[src/rtl/kmeans_pkg.sv]
// Shared types for the K-means seed picker: index width, default seed count, FSM states.
// Latency: n/a (declarations only).
// Backpressure: n/a. FILL state exists only when SEED_PICKER_FALLBACK_EN is defined.
package kmeans_pkg;

  localparam int IDX_W = 13;
  localparam int K_DEF = 4;

  typedef logic [IDX_W-1:0] seed_idx_t;

`ifdef SEED_PICKER_FALLBACK_EN
  typedef enum logic [2:0] {
    S_IDLE, S_DRAW, S_CHECK, S_EMIT, S_DONE, S_ERR, S_FILL
  } state_t;
`else
  typedef enum logic [2:0] {
    S_IDLE, S_DRAW, S_CHECK, S_EMIT, S_DONE, S_ERR
  } state_t;
`endif

endpackage

[src/rtl/seed_dup_check.sv]
// Parallel compare of one candidate index against the first `count` seed slots.
// Latency: purely combinational.
// Backpressure: none; slots at or beyond count never match.
module seed_dup_check
  import kmeans_pkg::*;
#(
  parameter int K     = K_DEF,
  parameter int CNT_W = $clog2(K_DEF + 1)
) (
  input  seed_idx_t          cand,
  input  seed_idx_t [K-1:0]  slots,
  input  logic [CNT_W-1:0]   count,
  output logic               dup
);

  // OR together every match among the occupied slots
  always_comb begin
    dup = 1'b0;
    for (int i = 0; i < K; i++) begin
      if ((CNT_W'(i) < count) && (slots[i] == cand)) begin
        dup = 1'b1;
      end
    end
  end

endmodule

[src/rtl/kmeans_seed_picker.sv]
// Draws K distinct in-range point indices from a free-running random source for K-means seeding.
// Latency: start->first idx_valid 3 cycles minimum; 3 cycles per index with idx_ready high.
// Backpressure: idx/idx_valid hold in EMIT until idx_ready; optional FILL fallback via SEED_PICKER_FALLBACK_EN.
module kmeans_seed_picker
  import kmeans_pkg::*;
#(
  parameter int K         = K_DEF,
  parameter int MAX_TRIES = 1024
) (
  input  logic      clk,
  input  logic      rst,
  input  logic      start,
  input  seed_idx_t num_points,
  input  seed_idx_t rnd,
  output seed_idx_t idx,
  output logic      idx_valid,
  input  logic      idx_ready,
  output logic      busy,
  output logic      done,
  output logic      err
);

  localparam int               CNT_W     = $clog2(K + 1);
  localparam int               TRY_W     = $clog2(MAX_TRIES) + 1;
  localparam logic [CNT_W-1:0] LAST_CNT  = CNT_W'(K - 1);
  localparam logic [TRY_W-1:0] TRY_LIMIT = TRY_W'(MAX_TRIES);

  state_t            state, state_nxt;
  seed_idx_t         n_q;
  seed_idx_t         cand_q;
  seed_idx_t         chk_val;
  seed_idx_t [K-1:0] slots;
  logic [CNT_W-1:0]  count;
  logic [TRY_W-1:0]  tries, tries_inc;
  logic              dup, in_range, accept, exhausted, last_seed;

`ifdef SEED_PICKER_FALLBACK_EN
  seed_idx_t         fill_ptr;
  logic              fill_mode;

  // FILL reuses the duplicate checker on its ascending pointer
  assign chk_val = (state == S_FILL) ? fill_ptr : cand_q;
`else
  assign chk_val = cand_q;
`endif

  seed_dup_check #(
    .K     (K),
    .CNT_W (CNT_W)
  ) u_dup (
    .cand  (chk_val),
    .slots (slots),
    .count (count),
    .dup   (dup)
  );

  assign in_range  = (chk_val < n_q);
  assign accept    = in_range && !dup;
  assign tries_inc = tries + TRY_W'(1);
  assign exhausted = (tries_inc == TRY_LIMIT);
  assign last_seed = (count == LAST_CNT);

  // state register; reset aborts any run without a done/err pulse
  always_ff @(posedge clk or negedge rst) begin
    if (!rst) state <= S_IDLE;
    else      state <= state_nxt;
  end

  // next-state decode
  always_comb begin
    state_nxt = state;
    case (state)
      S_IDLE:  if (start) state_nxt = (num_points == '0) ? S_ERR : S_DRAW;
      S_DRAW:  state_nxt = S_CHECK;
      S_CHECK: begin
        if (accept) begin
          state_nxt = S_EMIT;
        end else if (exhausted) begin
`ifdef SEED_PICKER_FALLBACK_EN
          state_nxt = S_FILL;
`else
          state_nxt = S_ERR;
`endif
        end else begin
          state_nxt = S_DRAW;
        end
      end
      S_EMIT: begin
        if (idx_ready) begin
`ifdef SEED_PICKER_FALLBACK_EN
          state_nxt = last_seed ? S_DONE : (fill_mode ? S_FILL : S_DRAW);
`else
          state_nxt = last_seed ? S_DONE : S_DRAW;
`endif
        end
      end
`ifdef SEED_PICKER_FALLBACK_EN
      // pointer is monotonic, so running past N means no legal index remains
      S_FILL:  state_nxt = !in_range ? S_ERR : (accept ? S_EMIT : S_FILL);
`endif
      S_DONE:  state_nxt = S_IDLE;
      S_ERR:   state_nxt = S_IDLE;
      default: state_nxt = S_IDLE;
    endcase
  end

  // datapath: latched N, candidate, seed slots, counters and the output index
  always_ff @(posedge clk or negedge rst) begin
    if (!rst) begin
      n_q       <= '0;
      cand_q    <= '0;
      idx       <= '0;
      count     <= '0;
      tries     <= '0;
      slots     <= '0;
`ifdef SEED_PICKER_FALLBACK_EN
      fill_ptr  <= '0;
      fill_mode <= 1'b0;
`endif
    end else begin
      case (state)
        S_IDLE: begin
          if (start) begin
            n_q   <= num_points;
            count <= '0;
            tries <= '0;
`ifdef SEED_PICKER_FALLBACK_EN
            fill_ptr  <= '0;
            fill_mode <= 1'b0;
`endif
          end
        end
        S_DRAW: cand_q <= rnd;
        S_CHECK: begin
          if (accept) begin
            for (int i = 0; i < K; i++) begin
              if (CNT_W'(i) == count) slots[i] <= cand_q;
            end
            idx <= cand_q;
          end else begin
            tries <= tries_inc;
`ifdef SEED_PICKER_FALLBACK_EN
            if (exhausted) fill_mode <= 1'b1;
`endif
          end
        end
        S_EMIT: begin
          if (idx_ready) count <= count + CNT_W'(1);
        end
`ifdef SEED_PICKER_FALLBACK_EN
        S_FILL: begin
          if (in_range) begin
            fill_ptr <= fill_ptr + 1'b1;
            if (!dup) begin
              for (int i = 0; i < K; i++) begin
                if (CNT_W'(i) == count) slots[i] <= fill_ptr;
              end
              idx <= fill_ptr;
            end
          end
        end
`endif
        default: ;
      endcase
    end
  end

  // Moore outputs decoded from the state
  always_comb begin
    idx_valid = (state == S_EMIT);
    done      = (state == S_DONE);
    err       = (state == S_ERR);
    case (state)
      S_DRAW, S_CHECK, S_EMIT: busy = 1'b1;
`ifdef SEED_PICKER_FALLBACK_EN
      S_FILL:                  busy = 1'b1;
`endif
      default:                 busy = 1'b0;
    endcase
  end

endmodule
[config.mk]
export PLATFORM = sky130hd
export DESIGN_NAME = kmeans_seed_picker
export DESIGN_NICKNAME = d
export VERILOG_FILES = /design/src/rtl/kmeans_pkg.sv /design/src/rtl/seed_dup_check.sv /design/src/rtl/kmeans_seed_picker.sv
export SDC_FILE = /design/constraint.sdc
export NUM_CORES = 1
export LEC_CHECK = 0
export BUFFER_PORTS_ARGS = -buffer_cell sky130_fd_sc_hd__buf_2
export CAP_MARGIN = 40
export CORE_ASPECT_RATIO = 1.4
export CORE_MARGIN = 2
export CORE_UTILIZATION = 30
export DETAILED_ROUTE_END_ITERATION = 8
export SYNTH_ARGS = -nofsm -noshare
export SYNTH_HDL_FRONTEND = slang
export SYNTH_HIERARCHICAL = 1
export SYNTH_SLANG_ARGS = --single-unit
[constraint.sdc]
create_clock -name clk -period 5.4 [get_ports clk]
set_input_delay 0 -clock clk [delete_from_list [all_inputs] [get_ports clk]]
set_output_delay 0 -clock clk [all_outputs]
set_load 0.005 [all_outputs]
Word-level counts from Yosys, hierarchy flattened
Cells that the tools add are included.
{"block": "totals", "register_bits": 108, "output_inout_bits": 17, "word_cells": 73}
{"block": "classes", "add_sub_neg": 2, "order_cmp": 5, "eq_ne": 17, "muxes": 18, "n_reduce_logical": 21}
{"cell": "13-bit equality test", "n": 4}
{"cell": "3-bit two-way mux", "n": 8}
{"cell": "11-bit two-way mux", "n": 2}
{"cell": "11-bit case mux with 2 select lines", "n": 1}
{"cell": "3-bit AND reduction", "n": 6}
{"cell": "13-bit zero test", "n": 1}
{"cell": "13-bit less-than comparator", "n": 1}
{"cell": "3-bit case mux with 4 select lines", "n": 1}
{"cell": "11-bit by 1-bit adder with 11-bit output, second input constant", "n": 1}
{"cell": "11-bit equality test, second input constant", "n": 1}
{"cell": "3-bit by 2-bit equality test with 1-bit output, second input constant", "n": 3}
{"cell": "2-bit by 3-bit equality test with 1-bit output, first input constant", "n": 2}
{"cell": "3-bit equality test, second input constant", "n": 2}
{"cell": "3-bit zero test", "n": 2}
{"cell": "1-bit by 3-bit less-than comparator with 1-bit output, first input constant", "n": 2}
{"cell": "2-bit by 3-bit less-than comparator with 1-bit output, first input constant", "n": 2}
{"cell": "3-bit case mux with 2 select lines", "n": 1}
{"cell": "2-bit AND reduction", "n": 3}
{"cell": "1-bit logical AND", "n": 5}
{"cell": "1-bit two-way mux", "n": 5}
{"cell": "2-bit != test, second input constant", "n": 2}
{"cell": "2-bit nonzero test", "n": 2}
{"cell": "3-bit by 1-bit adder with 3-bit output, second input constant", "n": 1}
{"cell": "1-bit by 3-bit equality test with 1-bit output, first input constant", "n": 1}
{"cell": "other kinds (4)", "n": 4}

Depth between registers and ports, before layout
{"block": "logic_depth", "ltp_word": 10, "ltp_mapped": 11}

Modules after synthesis
Netlist, hierarchy kept.
{"module": "kmeans_seed_picker", "n_inst": 1, "cells_per_inst": 376, "area_each_um2": 4739.5}
{"module": "seed_dup_check", "n_inst": 1, "cells_per_inst": 75, "area_each_um2": 590.6}

Worst setup path after synthesis
No wires, ideal clock.
{"block": "synth_path", "path_type": "reg-to-reg", "start": "register cand_q[6]", "end": "register slots[16] in the netlist's numbering", "setup_ns": 0.128, "arrival_ns": 2.403, "path_slack_ns": 2.870, "path_stages_with_launch": 8, "path_buffers": 1, "period_less_slack_ns": 2.530, "path_cell_list": "dfrtp_1 > ha_1 > a21o_1 > a221o_1 > a221oi_4 > nand4_2 > buf_2 > mux2_1"}
{"block": "synth_via", "elab_chain_cells": 9}
{"element": "start: declaration", "line_no": "kmeans_seed_picker.sv:30", "rtl": "seed_idx_t cand_q;"}
{"element": "start signal: assignment", "line_no": "kmeans_seed_picker.sv:133", "rtl": "S_DRAW: cand_q <= rnd;"}
{"element": "13-bit equality test", "line_no": "seed_dup_check.sv:20", "rtl": "if ((CNT_W'(i) < count) && (slots[i] == cand)) begin"}
{"element": "1-bit logical AND", "line_no": "seed_dup_check.sv:20"}
{"element": "1-bit two-way mux (4 in a row)", "line_no": "seed_dup_check.sv:20"}
{"element": "1-bit zero test", "line_no": "kmeans_seed_picker.sv:58", "rtl": "assign accept = in_range && !dup;"}
{"element": "1-bit logical AND (*)", "line_no": "kmeans_seed_picker.sv:58"}
{"element": "3-bit AND reduction (no source line) (*)"}
{"element": "end signal: indexed assignment", "line_no": "kmeans_seed_picker.sv:137", "rtl": "if (CNT_W'(i) == count) slots[i] <= cand_q;"}
{"element": "end: declaration", "line_no": "kmeans_seed_picker.sv:32", "rtl": "seed_idx_t [K-1:0] slots;"}
Every way passes the cells marked *; elsewhere a longest branch is shown, timed or not.
A chain may end at the register's enable or synchronous reset.

Worst setup path in the final report
{"block": "layout_path", "start": "register cand_q[6]", "end": "register slots[47] in the netlist's numbering"}
Same word-level chain as after synthesis.

==> flow_summary_export.csv <==
group,metric,value,unit
synth,synth-seq-cells,108,
drt,drt_first_iter_violations,205,
synth,async_reset_ff_share,100,%
worst_setup_path,critPathSlowestCell,"dfrtp_1",
sta,finalWorstSetupSlack,2.07,ns
power,clkPwrFrac,19.7,%
die,fp.coreArea,17400,sq um
die,start_util,30.6,%
global_routing,grt_pass1_vias,3845,
worst_setup_path,worst_setup_path_end_kind,"flip-flop",
power,leakage,2.88,nW
global_routing,grt_first_pass_wirelength,19900,microns
drt,drc,0,
synth,syn_inst,451,
worst_setup_path,crit_path_max_incr_delay,0.68,ns
placed_design,hpwl,8790,microns
worst_setup_path,crit_type,"reg -> reg",
power,ir_drop,244,uV
worst_setup_path,r2r-end,"slots[47]",
final_layout,drive_above_1_share,28.3,%
cts,clk_latency,0.36,ns
cts,numCtsBuffers,9,
worst_setup_path,path_cells,"ha_1 > a21o_1 > a221o_1 > a221oi_4 > nand3_1 > mux2_2",
synth,syn_avg_cell_area,11.8,sq um
placed_design,gp_congestion,0.828,
drt,dr.pass1.iters,4,
sta,fin_worst_skew,0.0138,ns
final_layout,fin_cells,770,
worst_setup_path,critPathArrivalTime,3.57,ns
worst_setup_path,critPathMaxFanout,13,
final_layout,nFillCells,1730,
die,die_x,117,microns
final_layout,seq_area,2700,sq um
power,switchingPower,1.40,mW
final_layout,nets,577,
cts,cts_hold_buf,29,
sta,fin_setup_tns,0,ns
power,seqPwrFrac,42.6,%
synth,syn_area,5330,sq um
synth,ys_warn_count,6,
sta,setup_viol,0,
synth,synthFlopType,"dfrtp_1",
worst_setup_path,rrSetupSlack,2.07,ns
worst_setup_path,r2r_start,"cand_q[6]",
sta,hold_viol_final,0,
drt,ant_nets,0,
worst_setup_path,cp-start-kind,"flip-flop",
worst_setup_path,rr_worst_depth,6,
die,dieArea,18900,sq um
sta,tightestPinTransition,0.932,ns
global_routing,gr-total-overflow,0,
sta,min_period,3.33,ns
synth,synth_edf_count,0,
power,p_sw_share,37.7,%
die,die_y,162,microns
drt,via_count,3696,
sta,fmax,300,MHz
sta,whs,0.112,ns
power,comb_power_share,37.7,%
final_layout,multi_input_area,2520,sq um
cts,post_cts_buffers,0,
sta,maxSlewViolCount,0,
flow_run,cap_viol_max_count,0,
placed_design,place_ws,2.13,ns
run_status,status,"finished clean",
global_routing,grt_util_all_layers,13.8,%
sta,rsz0062_at_grt,"false",
drt,drt_wl_total,12300,microns
cts,post_cts_resized,0,
cts,htreeDepth,3,
cts,cts.sinks,108,
cts,cts_tree,"done",
cts,cts.path.max_buffers,2,
power,p_int,2.32,mW
global_routing,grt_max_degree,51,
sta,slew_headroom,37.9,%
die,rows,57,
global_routing,antenna_found_initial,0,
synth,yosys.cell_types.count,43,
final_layout,area_delta_synth_final,22.0,%
cts,path_clk_slew,0.08,ns
drt,viasPerCell,4.80,
die,io_pins,47,
synth,syn_nets,499,
synth,yosysSeqAreaShare,50.7,%
placed_design,dp_cells,725,
worst_hold_path,hold_path_class,"in -> async",
power,p_per_area,573,nW/um^2
sta,fin_crit_sh,61.7,%
worst_setup_path,required,5.64,ns
cts,clk_root_buffer_cell,"clkbuf_16",
placed_design,io_buffers,46,
drt,routedWlPerCell,15.9,microns
final_layout,n_antenna_cell,0,
power,total_power,3.72,mW
## cells by family (layout without fill, tap and decap cells)
family	count (synthesis)	in the layout	synth area share [%]
flops	108	108	50.7
simple gates	108	108	11.0
mux	78	78	16.5
compound gates	56	56	6.62
xor+xnor	53	53	8.71
buf+inv	30	113	2.23
fa+ha+maj	18	18	4.23
## power groups by stage
| stage | Sequential (mW) | Clock [mW] | Combinational (mW) |
|---|---|---|---|
| 4_1_cts | 1.60 | 0.754 | 1.42 |
| 2_1_floorplan | 1.43 | 0 | 1.08 |
| 6_report | 1.59 | 0.735 | 1.40 |
| 5_1_grt | 1.65 | 0.788 | 1.57 |
| 3_3_place_gp | 1.59 | 0 | 1.35 |
| 3_5_place_dp | 1.61 | 0 | 1.40 |
## per-layer routing
| metal | global-route usage (%) | wire length (microns) |
|---|---|---|
| met5 | 0 | 0 |
| met4 | 4.55 | 220 |
| met3 | 3.10 | 405 |
| met2 | 23.0 | 6040 |
| met1 | 17.6 | 5580 |
## how the worst max path moves through the flow
stage / startpoint / to / slack [ns] / cells past startpoint
5_1_grt: cand_q[6] / slots[47] / 1.90 / 6
2_1_floorplan: cand_q[6] / slots[16] / 2.87 / 7
3_5_place_dp: cand_q[6] / slots[47] / 2.13 / 6
3_3_place_gp: cand_q[2] / slots[50] / 2.17 / 7
6_report: cand_q[6] / slots[47] / 2.07 / 6
4_1_cts: cand_q[6] / slots[47] / 2.10 / 6
## Yosys cell counts (2+ instances only)
library cell | count | area, sq um
nor4_1 | 11 | 68.8
xor2_1 | 26 | 228
buf_2 | 5 | 25.0
nand4_1 | 11 | 68.8
nand2_1 | 30 | 113
a21oi_1 | 7 | 35.0
dfrtp_1 | 108 | 2700
clkbuf_1 | 8 | 30.0
nand3b_1 | 2 | 15.0
nor2_1 | 14 | 52.6
mux2_2 | 74 | 833
a211oi_1 | 2 | 15.0
and4_1 | 2 | 17.5
and2_1 | 6 | 37.5
a31oi_1 | 3 | 18.8
nand4_2 | 3 | 37.5
inv_1 | 16 | 60.1
or4_1 | 2 | 15.0
o31ai_1 | 8 | 60.1
nand3_1 | 11 | 55.1
ha_1 | 18 | 225
mux2_1 | 4 | 45.0
nand2b_1 | 2 | 12.5
nor3_1 | 4 | 20.0
a21o_1 | 2 | 15.0
nor3b_1 | 2 | 15.0
xnor2_1 | 27 | 236
o21ai_0 | 28 | 140
## stage by stage
step                      cell area (sq um)  util [%]
after floorplan                        5330         -
after global placement                 5830      33.5
after detailed placement               5880      33.8
after CTS                              6500      37.4
after global routing                   6500      37.4
final                                  6500      37.4
## layout make-up
class	instances	area share [%]
Inverter	16	0.923
Clock inverter	7	1.64
Multi-Input combinational cell	313	38.8
Tap cell	236	4.54
Clock buffer	9	3.46
Timing Repair Buffer	81	9.06
Sequential cell	108	41.6
## flip-flops by register name, indices dropped and copies added (netlist names)
signal	flops
n_q	13
tries	11
idx	13
slots	52
count	3
state	3
cand_q	13
## placed cells by master (no fill, tap or decap), types with 4 or more instances in the layout
master	Yosys	layout
ha_1	18	18
mux2_1	4	4
buf_2	5	46
nand4_1	11	11
o21ai_0	28	28
nand2_1	30	30
nor3_1	4	4
nand3_1	11	11
clkbuf_16	0	9
buf_4	0	4
inv_1	16	16
xor2_1	26	26
dlygate4sd3_1	0	29
nor4_1	11	11
nor2_1	14	14
and2_1	6	6
dfrtp_1	108	108
mux2_2	74	74
o31ai_1	8	8
xnor2_1	27	27
a21oi_1	7	7
## critical path: cells and delay by family (launching register included)
kind | cells | cell delay (ns)
AO/OA/AOI/OAI | 3 | 1.04
multiplexers | 1 | 0.49
flip-flops | 1 | 0.68
AND/OR/NAND/NOR | 1 | 0.62
adder cells (fa/ha/maj) | 1 | 0.36
Note: power is estimated with default switching activity, not from simulation.
